`config.mk`:
```
export PLATFORM = sky130hd
export DESIGN_NAME = nios_arch_nios2_qsys_0_oci_dct_packer
export DESIGN_NICKNAME = d
export VERILOG_FILES = /design/src/rtl/nios_arch_oci_trace_pkg.sv /design/src/rtl/nios_arch_oci_frame_reg.sv /design/src/rtl/nios_arch_nios2_qsys_0_oci_dct_packer.sv
export SDC_FILE = /design/constraint.sdc
export NUM_CORES = 1
export LEC_CHECK = 0
export CAP_MARGIN = 5
export CORE_MARGIN = 5
export CORE_UTILIZATION = 35
export CTS_CLUSTER_DIAMETER = 200
export DETAILED_ROUTE_END_ITERATION = 6
export SETUP_SLACK_MARGIN = 0.4
export SYNTH_ARGS = -nofsm -noshare
export SYNTH_HDL_FRONTEND = slang
export SYNTH_SLANG_ARGS = --single-unit
```
`constraint.sdc`:
```
create_clock -name clk -period 2.3 [get_ports clk]
set_input_delay 0.46 -clock clk [delete_from_list [all_inputs] [get_ports clk]]
set_output_delay 0.46 -clock clk [all_outputs]
set_load 0.05 [all_outputs]
```
`src/rtl/nios_arch_oci_trace_pkg.sv`:
```
// Shared constants and types for the OCI compressed-trace packer: code/frame
// geometry, output-register state encoding and a saturating counter helper.
package nios_arch_oci_trace_pkg;

    localparam int CODE_W  = 2;
    localparam int SLOTS   = 15;
    localparam int FRAME_W = CODE_W * SLOTS;
    localparam int CNT_W   = 4;
    localparam int STALL_W = 16;

    typedef enum logic [0:0] {
        ST_FILL = 1'b0,
        ST_HOLD = 1'b1
    } frame_state_e;

    function automatic logic [STALL_W-1:0] sat_inc(input logic [STALL_W-1:0] value);
        if (value == {STALL_W{1'b1}}) begin
            sat_inc = value;
        end else begin
            sat_inc = value + {{(STALL_W-1){1'b0}}, 1'b1};
        end
    endfunction

endpackage

```
`src/rtl/nios_arch_oci_frame_reg.sv`:
```
// Frame output register: holds one packed frame under valid/ready handshake.
// FILL means the register is empty, HOLD means a frame is being presented.
module nios_arch_oci_frame_reg
    import nios_arch_oci_trace_pkg::*;
#(
    parameter int FW = FRAME_W
) (
    input  logic             clk,
    input  logic             reset,
    input  logic             load,
    input  logic [FW-1:0]    load_data,
    input  logic [CNT_W-1:0] load_count,
    input  logic             frame_ready,
    output logic             frame_valid,
    output logic [FW-1:0]    frame_data,
    output logic [CNT_W-1:0] frame_count,
    output logic             slot_free
);

    frame_state_e     state_r;
    logic [FW-1:0]    frame_data_r;
    logic [CNT_W-1:0] frame_count_r;

    // The register can take a new frame when empty or when the held one leaves now.
    always_comb begin
        slot_free = (state_r == ST_FILL) || frame_ready;
    end

    // Handshake state machine; data only changes on load so it is stable in HOLD.
    always_ff @(posedge clk) begin
        if (reset) begin
            state_r       <= ST_FILL;
            frame_data_r  <= {FW{1'b0}};
            frame_count_r <= {CNT_W{1'b0}};
        end else begin
            case (state_r)
                ST_FILL: begin
                    if (load) begin
                        state_r       <= ST_HOLD;
                        frame_data_r  <= load_data;
                        frame_count_r <= load_count;
                    end else begin
                        state_r <= ST_FILL;
                    end
                end
                ST_HOLD: begin
                    if (frame_ready && load) begin
                        state_r       <= ST_HOLD;
                        frame_data_r  <= load_data;
                        frame_count_r <= load_count;
                    end else if (frame_ready) begin
                        state_r <= ST_FILL;
                    end else begin
                        state_r <= ST_HOLD;
                    end
                end
                default: begin
                    state_r <= ST_FILL;
                end
            endcase
        end
    end

    assign frame_valid = (state_r == ST_HOLD);
    assign frame_data  = frame_data_r;
    assign frame_count = frame_count_r;

endmodule

```
`src/rtl/nios_arch_nios2_qsys_0_oci_dct_packer.sv`:
```
// Packs compressed trace codes into fixed-width frames, emitting full frames
// automatically and partial frames on flush, with input back-pressure.
module nios_arch_nios2_qsys_0_oci_dct_packer
    import nios_arch_oci_trace_pkg::*;
#(
    parameter int CODE_W = nios_arch_oci_trace_pkg::CODE_W,
    parameter int SLOTS  = nios_arch_oci_trace_pkg::SLOTS
) (
    input  logic                       clk,
    input  logic                       reset,
    input  logic                       code_valid,
    input  logic [CODE_W-1:0]          code,
    output logic                       code_ready,
    input  logic                       flush,
    output logic [CODE_W*SLOTS-1:0]    dct_buffer,
    output logic [CNT_W-1:0]           dct_count,
    output logic                       frame_valid,
    input  logic                       frame_ready,
    output logic [CODE_W*SLOTS-1:0]    frame_data,
    output logic [CNT_W-1:0]           frame_count,
    output logic [STALL_W-1:0]         stall_cycles
);

    localparam int FW = CODE_W * SLOTS;

    logic [FW-1:0]      dct_buffer_r;
    logic [CNT_W-1:0]   dct_count_r;
    logic               flush_pending_r;
    logic [STALL_W-1:0] stall_cycles_r;

    logic               slot_free_s;
    logic               full_s;
    logic               xfer_s;
    logic               code_ready_s;
    logic               accept_s;
    logic               pending_clear_s;
    logic [FW-1:0]      buffer_next_s;
    logic [CNT_W-1:0]   count_next_s;
    logic               pending_next_s;

    // Transfer and acceptance decisions for this cycle.
    always_comb begin
        full_s       = (dct_count_r == CNT_W'(SLOTS));
        xfer_s       = (full_s || (flush_pending_r && (dct_count_r != {CNT_W{1'b0}}))) && slot_free_s;
        code_ready_s = !reset && (!full_s || xfer_s);
        accept_s     = code_valid && code_ready_s;
    end

    // Next packing-buffer contents; an accept during transfer starts the new frame.
    always_comb begin
        buffer_next_s = dct_buffer_r;
        count_next_s  = dct_count_r;
        if (xfer_s && accept_s) begin
            buffer_next_s = {{(FW-CODE_W){1'b0}}, code};
            count_next_s  = {{(CNT_W-1){1'b0}}, 1'b1};
        end else if (xfer_s) begin
            buffer_next_s = {FW{1'b0}};
            count_next_s  = {CNT_W{1'b0}};
        end else if (accept_s) begin
            buffer_next_s = {dct_buffer_r[FW-CODE_W-1:0], code};
            count_next_s  = dct_count_r + {{(CNT_W-1){1'b0}}, 1'b1};
        end else begin
            buffer_next_s = dct_buffer_r;
            count_next_s  = dct_count_r;
        end
    end

    // A flush that lands with a transfer plus accept stays pending for the new code.
    always_comb begin
        pending_clear_s = (xfer_s && !(flush && accept_s))
                       || ((dct_count_r == {CNT_W{1'b0}}) && !accept_s);
        pending_next_s  = (flush || flush_pending_r) && !pending_clear_s;
    end

    // Packing buffer, flush request and stall counter state.
    always_ff @(posedge clk) begin
        if (reset) begin
            dct_buffer_r    <= {FW{1'b0}};
            dct_count_r     <= {CNT_W{1'b0}};
            flush_pending_r <= 1'b0;
            stall_cycles_r  <= {STALL_W{1'b0}};
        end else begin
            dct_buffer_r    <= buffer_next_s;
            dct_count_r     <= count_next_s;
            flush_pending_r <= pending_next_s;
            if (code_valid && !code_ready_s) begin
                stall_cycles_r <= sat_inc(stall_cycles_r);
            end else begin
                stall_cycles_r <= stall_cycles_r;
            end
        end
    end

    nios_arch_oci_frame_reg #(
        .FW (FW)
    ) u_frame_reg (
        .clk         (clk),
        .reset       (reset),
        .load        (xfer_s),
        .load_data   (dct_buffer_r),
        .load_count  (dct_count_r),
        .frame_ready (frame_ready),
        .frame_valid (frame_valid),
        .frame_data  (frame_data),
        .frame_count (frame_count),
        .slot_free   (slot_free_s)
    );

    assign code_ready   = code_ready_s;
    assign dct_buffer   = dct_buffer_r;
    assign dct_count    = dct_count_r;
    assign stall_cycles = stall_cycles_r;

endmodule

```
* After elaboration in Yosys (flattened, before gate mapping)
Cells that the tools add are included. Widths: inputs -> output; s select.
Operators by class: muxes and demuxes 16, equality and inequality tests 4, reductions and logical operators 28, add/sub/neg operators 2, bitwise operators 2
Operator list (number):
- $mux 30 | 2
- $pmux 30 s2 | 1
- $add 16x1->16 const B | 1
- $eq 16x16->1 const B | 1
- $logic_and 1x1->1 | 11
- $mux 4 | 2
- $pmux 4 s2 | 1
- $logic_not 1->1 | 6
- $mux 1 | 6
- $mux 2 | 3
- $logic_or 1x1->1 | 5
- $add 4x1->4 const B | 1
- $eq 4x4->1 const B | 1
- $logic_not 4->1 | 1
- $reduce_and 2->1 | 2
- $reduce_bool 4->1 | 1
- $reduce_bool 3->1 | 1
- $reduce_or 3->1 | 1
- $ne 2x1->1 const B | 1
- $ne 2x2->1 const B | 1
- $not 1->1 | 2
- $pmux 1 s2 | 1
Storage, ports and cells: word-level logic and storage cells 61, register bits after elaboration 86, output and inout bits 86, input bits 7

* Depth between registers and ports, before layout
depth in word-level cells 13, depth in mapped cells 8, mapped depth without buffers 6

* Cells and area by module
From an unflattened synthesis, not the netlist that was laid out.
Unflattened totals: cell total of the unflattened synthesis 430, area, all modules 3905.0 um2
By module, submodules not included:
- nios_arch_nios2_qsys_0_oci_dct_packer | instances 1, seq. area each 1021.0 um2, cells each 270, area an instance 2245.9 um2
- nios_arch_oci_frame_reg | instances 1, seq. area each 700.7 um2, cells each 160, area an instance 1659.1 um2

* Worst setup path before layout
OpenSTA, ideal clock, no wires.
path type register -> register, from reg dct_count_r[1], in the netlist dct_count[1], to reg stall_cycles_r[8], in the netlist stall_cycles[8], library setup time 0.121 ns, data arrival time 2.354 ns, stages on the path, launching flop included 8, path slack -0.175 ns, cells stage by stage dfxtp_1 -> ha_1 -> nand4b_4 -> o2bb2a_4 -> buf_6 -> clkbuf_1 -> nor4b_1 -> mux2_2
On the way: word-level cells in the longest chain between the ends 9
Ends and longest elaborated chain:
- start: declaration | line nios_arch_nios2_qsys_0_oci_dct_packer.sv:27 | logic [CNT_W-1:0] dct_count_r;
- start signal: assignment | line nios_arch_nios2_qsys_0_oci_dct_packer.sv:79 | dct_count_r <= {CNT_W{1'b0}};
- start signal: assignment | line nios_arch_nios2_qsys_0_oci_dct_packer.sv:84 | dct_count_r <= count_next_s;
- $reduce_bool 4->1 | line nios_arch_nios2_qsys_0_oci_dct_packer.sv:44 | xfer_s = (full_s || (flush_pending_r && (dct_count_r != {CNT_W{1'b0}}))) && slot_free_s;
- $logic_and 1x1->1 | line nios_arch_nios2_qsys_0_oci_dct_packer.sv:44
- $logic_or 1x1->1 | line nios_arch_nios2_qsys_0_oci_dct_packer.sv:44
- $logic_and 1x1->1 | line nios_arch_nios2_qsys_0_oci_dct_packer.sv:44
- $logic_or 1x1->1 * | line nios_arch_nios2_qsys_0_oci_dct_packer.sv:45 | code_ready_s = !reset && (!full_s || xfer_s);
- $logic_and 1x1->1 * | line nios_arch_nios2_qsys_0_oci_dct_packer.sv:45
- $logic_not 1->1 * | line nios_arch_nios2_qsys_0_oci_dct_packer.sv:86 | if (code_valid && !code_ready_s) begin
- $logic_and 1x1->1 * | line nios_arch_nios2_qsys_0_oci_dct_packer.sv:86
- $reduce_and 2->1 (no source line) *
- end signal: assignment | line nios_arch_nios2_qsys_0_oci_dct_packer.sv:81 | stall_cycles_r <= {STALL_W{1'b0}};
- end signal: assignment | line nios_arch_nios2_qsys_0_oci_dct_packer.sv:87 | stall_cycles_r <= sat_inc(stall_cycles_r);
- end signal: assignment | line nios_arch_nios2_qsys_0_oci_dct_packer.sv:89 | stall_cycles_r <= stall_cycles_r;
- end: declaration | line nios_arch_nios2_qsys_0_oci_dct_packer.sv:29 | logic [STALL_W-1:0] stall_cycles_r;
Every way passes the cells marked *; elsewhere a longest branch is shown, timed or not. A chain may end at the register's enable or synchronous reset.

* Final worst setup path
from reg dct_count_r[1], in the netlist dct_count[1], to reg stall_cycles_r[14], in the netlist stall_cycles[14]
Same word-level chain as after synthesis.

==> flow_summary.json <==
{
  "htreeDepth": 3,
  "first_iter_violations": 112,
  "synth_seq_cells": 86,
  "vias": 3565,
  "yosys.area.top_type": "dfxtp_1",
  "p_leak_uw": 0.002085,
  "criticalPathCategory": "flip-flop to flip-flop",
  "timing.critical_path.from": "dct_count[1]$_SDFFE_PP0P_",
  "ant_nets": 0,
  "required_ns": 2.55,
  "worstHoldPathType": "flip-flop to flip-flop",
  "r2r-end": "stall_cycles[14]$_SDFFE_PP0P_",
  "grt_start_max_net_pins": 56,
  "period_minus_slack_ns": 1.889,
  "startpoint_type": "flip-flop",
  "cts.path.max_buffers": 2,
  "cp_num_buf_inv": 1,
  "io_pins": 93,
  "finalSetupTns_ns": 0,
  "ys.flop_type": "dfxtp_1",
  "irDropWorstVdd_v": 0.0003828,
  "grt_overflow": 0,
  "p_total_uw": 2871,
  "fp.dieArea_um2": 12170,
  "seqPwrFrac": 0.527,
  "holdPathStages": 2,
  "status": "finished, final reports clean",
  "cts_hold_buf": 0,
  "grt_usage": 0.1725,
  "synth-edff-count": 0,
  "crit_arrival_ns": 2.14,
  "routed_wl_um": 10420,
  "cp.depth": 6,
  "clkTransAtPathRegs_ns": 0.10,
  "avgSynthCellArea_um2": 8.229,
  "rows": 36,
  "setup_viol_count_final": 0,
  "antenna_found_initial": 0,
  "grt_pass1_vias": 3332,
  "cpPeakStageDelay_ns": 0.49,
  "slew_headroom": 0.5726,
  "cts_made_buffers": 9,
  "drive_gt1_frac": 0.1723,
  "syn_area_um2": 3522,
  "ys_seq_area_frac": 0.4888,
  "p_int_uw": 2097,
  "hold_path_startpoint": "u_frame_reg.frame_data[17]$_SDFFE_PP0P_",
  "reg2reg_slack_ns": 0.41,
  "path_cells": "ha_4, nand4b_4, buf_4, o2bb2a_4, or4b_4, mux2_4",
  "rsz0062_at_grt": "true",
  "cp-end-kind": "flip-flop",
  "power_density_nw_per_um2": 575.8,
  "finalCritPeriodShare": 0.8212,
  "slowest_stage": "or4b_4",
  "drc": 0,
  "synth_cell_types": 44,
  "swShare": 0.2697,
  "drt-pass1-iter-count": 4,
  "cts_sinks": 86,
  "die_h_um": 110.3,
  "nets": 539,
  "syn_inst": 428,
  "path_delay_family": "simple AND/OR/NAND/NOR gates",
  "coreArea_um2": 9774,
  "routedWlPerCell_um": 15.62,
  "hold-path-endpoint": "u_frame_reg.frame_data[17]$_SDFFE_PP0P_",
  "io_buffers": 92,
  "cp_max_fo": 7,
  "r2r-start": "dct_count[1]$_SDFFE_PP0P_",
  "max_freq_ghz": 0.5295,
  "p_clk_frac": 0.387,
  "synth_top_area_frac": 0.4888,
  "grt_first_pass_wirelength_um": 16600,
  "cap_violations": 0,
  "clk_latency_ns": 0.36,
  "final_hold_viol_count": 0,
  "async_reset_ff_frac": 0,
  "initial_core_util": 0.3603,
  "combPwrFrac": 0.086,
  "tightest_slew_ns": 0.6411,
  "ys_warn_count": 0,
  "dp_hpwl_um": 6997,
  "final_max_slew_viol_count": 0,
  "mappedNetlistNets": 438,
  "cts_tree": "built",
  "insertedDiodeCount": 0,
  "area_delta_synth_final_pct": 41.60,
  "fin_skew_ns": 0.01487,
  "root_buffer": "clkbuf_8",
  "dieWidth_um": 110.3,
  "viasPerCell": 5.345,
  "synth_area_leaders": "dfxtp_1, a21oi_1, nand2_1",
  "p_switching_uw": 774.4,
  "gpl.final_weighted_congestion": 0.8446,
  "reg2regPathDepth": 6
}
[power groups by stage]
stage	Sequential, µW	Clock, µW	Combinational (µW)
3_3_place_gp	1550	0	239
5_1_grt	1520	1200	268
6_report	1510	1110	247
4_1_cts	1510	1140	241
2_1_floorplan	1580	0	114
3_5_place_dp	1550	0	242
[sequential cells by signal, indices dropped and copies added, names as in the netlist]
name	cells
u_frame_reg.frame_count	4
dct_count	4
stall_cycles	16
u_frame_reg.frame_valid	1
u_frame_reg.frame_data	30
flush_pending_r	1
dct_buffer	30
[per-layer routing]
layer | wire (µm) | part of all wire | vias up | track usage
met5 | 0 | 0 | - | 0
li1 | - | - | 1730 | -
met2 | 5032 | 0.48 | 109 | 0.2777
met4 | 169 | 0.016 | 0 | 0.05013
met3 | 832 | 0.080 | 15 | 0.06057
met1 | 4384 | 0.42 | 1711 | 0.2186
[synthesized netlist by cell type, types with 3 or more instances]
library cell	instances
nand4_1	4
o21ai_0	40
mux2_2	3
buf_1	5
or4_1	8
nand3_1	41
o31ai_1	6
ha_1	3
clkbuf_1	28
nor2b_1	5
and4_1	3
dfxtp_1	86
a21oi_1	77
nor3_1	3
nand2_1	67
inv_1	7
nor4_1	3
nor2_1	6
[how the worst max path moves through the flow]
stage / end / slack, ns
floorplan: stall_cycles[14]$_SDFFE_PP0P_ / 0.32
CTS: code_ready / 0.37
global route: code_ready / 0.35
detailed placement: stall_cycles[14]$_SDFFE_PP0P_ / 0.05
global placement: stall_cycles[14]$_SDFFE_PP0P_ / 0.07
finish: stall_cycles[14]$_SDFFE_PP0P_ / 0.41
[layout by cell type (no fill, tap or decap), types with 2 or more instances in the layout]
cell	n
inv_1	7
inv_6	3
o41ai_1	2
buf_6	2
buf_12	2
nand4_1	4
o31ai_1	6
clkdlybuf4s50_1	4
ha_1	2
dfxtp_4	5
a32o_1	2
or4_4	2
nand2b_1	2
dfxtp_2	11
o21ai_0	40
nor2_4	2
nor4_4	2
nor3_1	2
nor2_1	4
a21oi_2	2
dlygate4sd2_1	86
clkbuf_8	9
dfxtp_1	70
nor2b_1	4
or4_1	6
and4_1	3
nand2_1	67
or3_1	2
o211a_1	2
nand3_1	41
a21oi_1	75
mux2_4	2
mux2_2	2
buf_4	31
[cells by family after synthesis]
logic type / synth area share
simple gates: 0.2078
compound gates: 0.2302
flops: 0.4888
buf+inv: 0.04973
mux: 0.01279
fa+ha+maj: 0.01066
[stage by stage]
step / util / hold WS, ns / std cells / setup WS (ns) / instance area, µm²
global route: 0.5102 / 0.4972 / 667 / 0.3525 / 4987
finish: 0.5102 / 0.4750 / 667 / 0.4113 / 4987
global placement: 0.4860 / 0.4601 / 640 / 0.06827 / 4751
CTS: 0.5009 / 0.4767 / 661 / 0.3693 / 4896
detailed placement: 0.4860 / 0.4661 / 640 / 0.04770 / 4751
floorplan: - / 0.4818 / 428 / 0.3236 / 3616
[worst reg2reg max path: cells and delay by family (launching register included)]
| family | cells | cell delay (ns) |
|---|---|---|
| buf+inv | 1 | 0.15 |
| mux | 1 | 0.30 |
| compound gates | 1 | 0.23 |
| fa+ha+maj | 1 | 0.15 |
| simple gates | 2 | 0.59 |
| flops | 1 | 0.38 |
[timing repair]
action / CTS / global route
buffers inserted: 5 / 6
gates resized for setup: 89 / 10
setup endpoints to repair: 86 / 31
endpoints found under the hold margin: 0 / 0
pin swaps: 3 / 12
[cell type report]
type	instances	area, µm²
Tap cell	133	166.4
Inverter	8	30.03
Sequential cell	86	1754
Multi-Input combinational cell	298	1739
Timing Repair Buffer	126	1094
Fill cell	983	4787
Clock buffer	9	123.9
Clock inverter	7	80.08
Power figures use the tool's default switching activity.
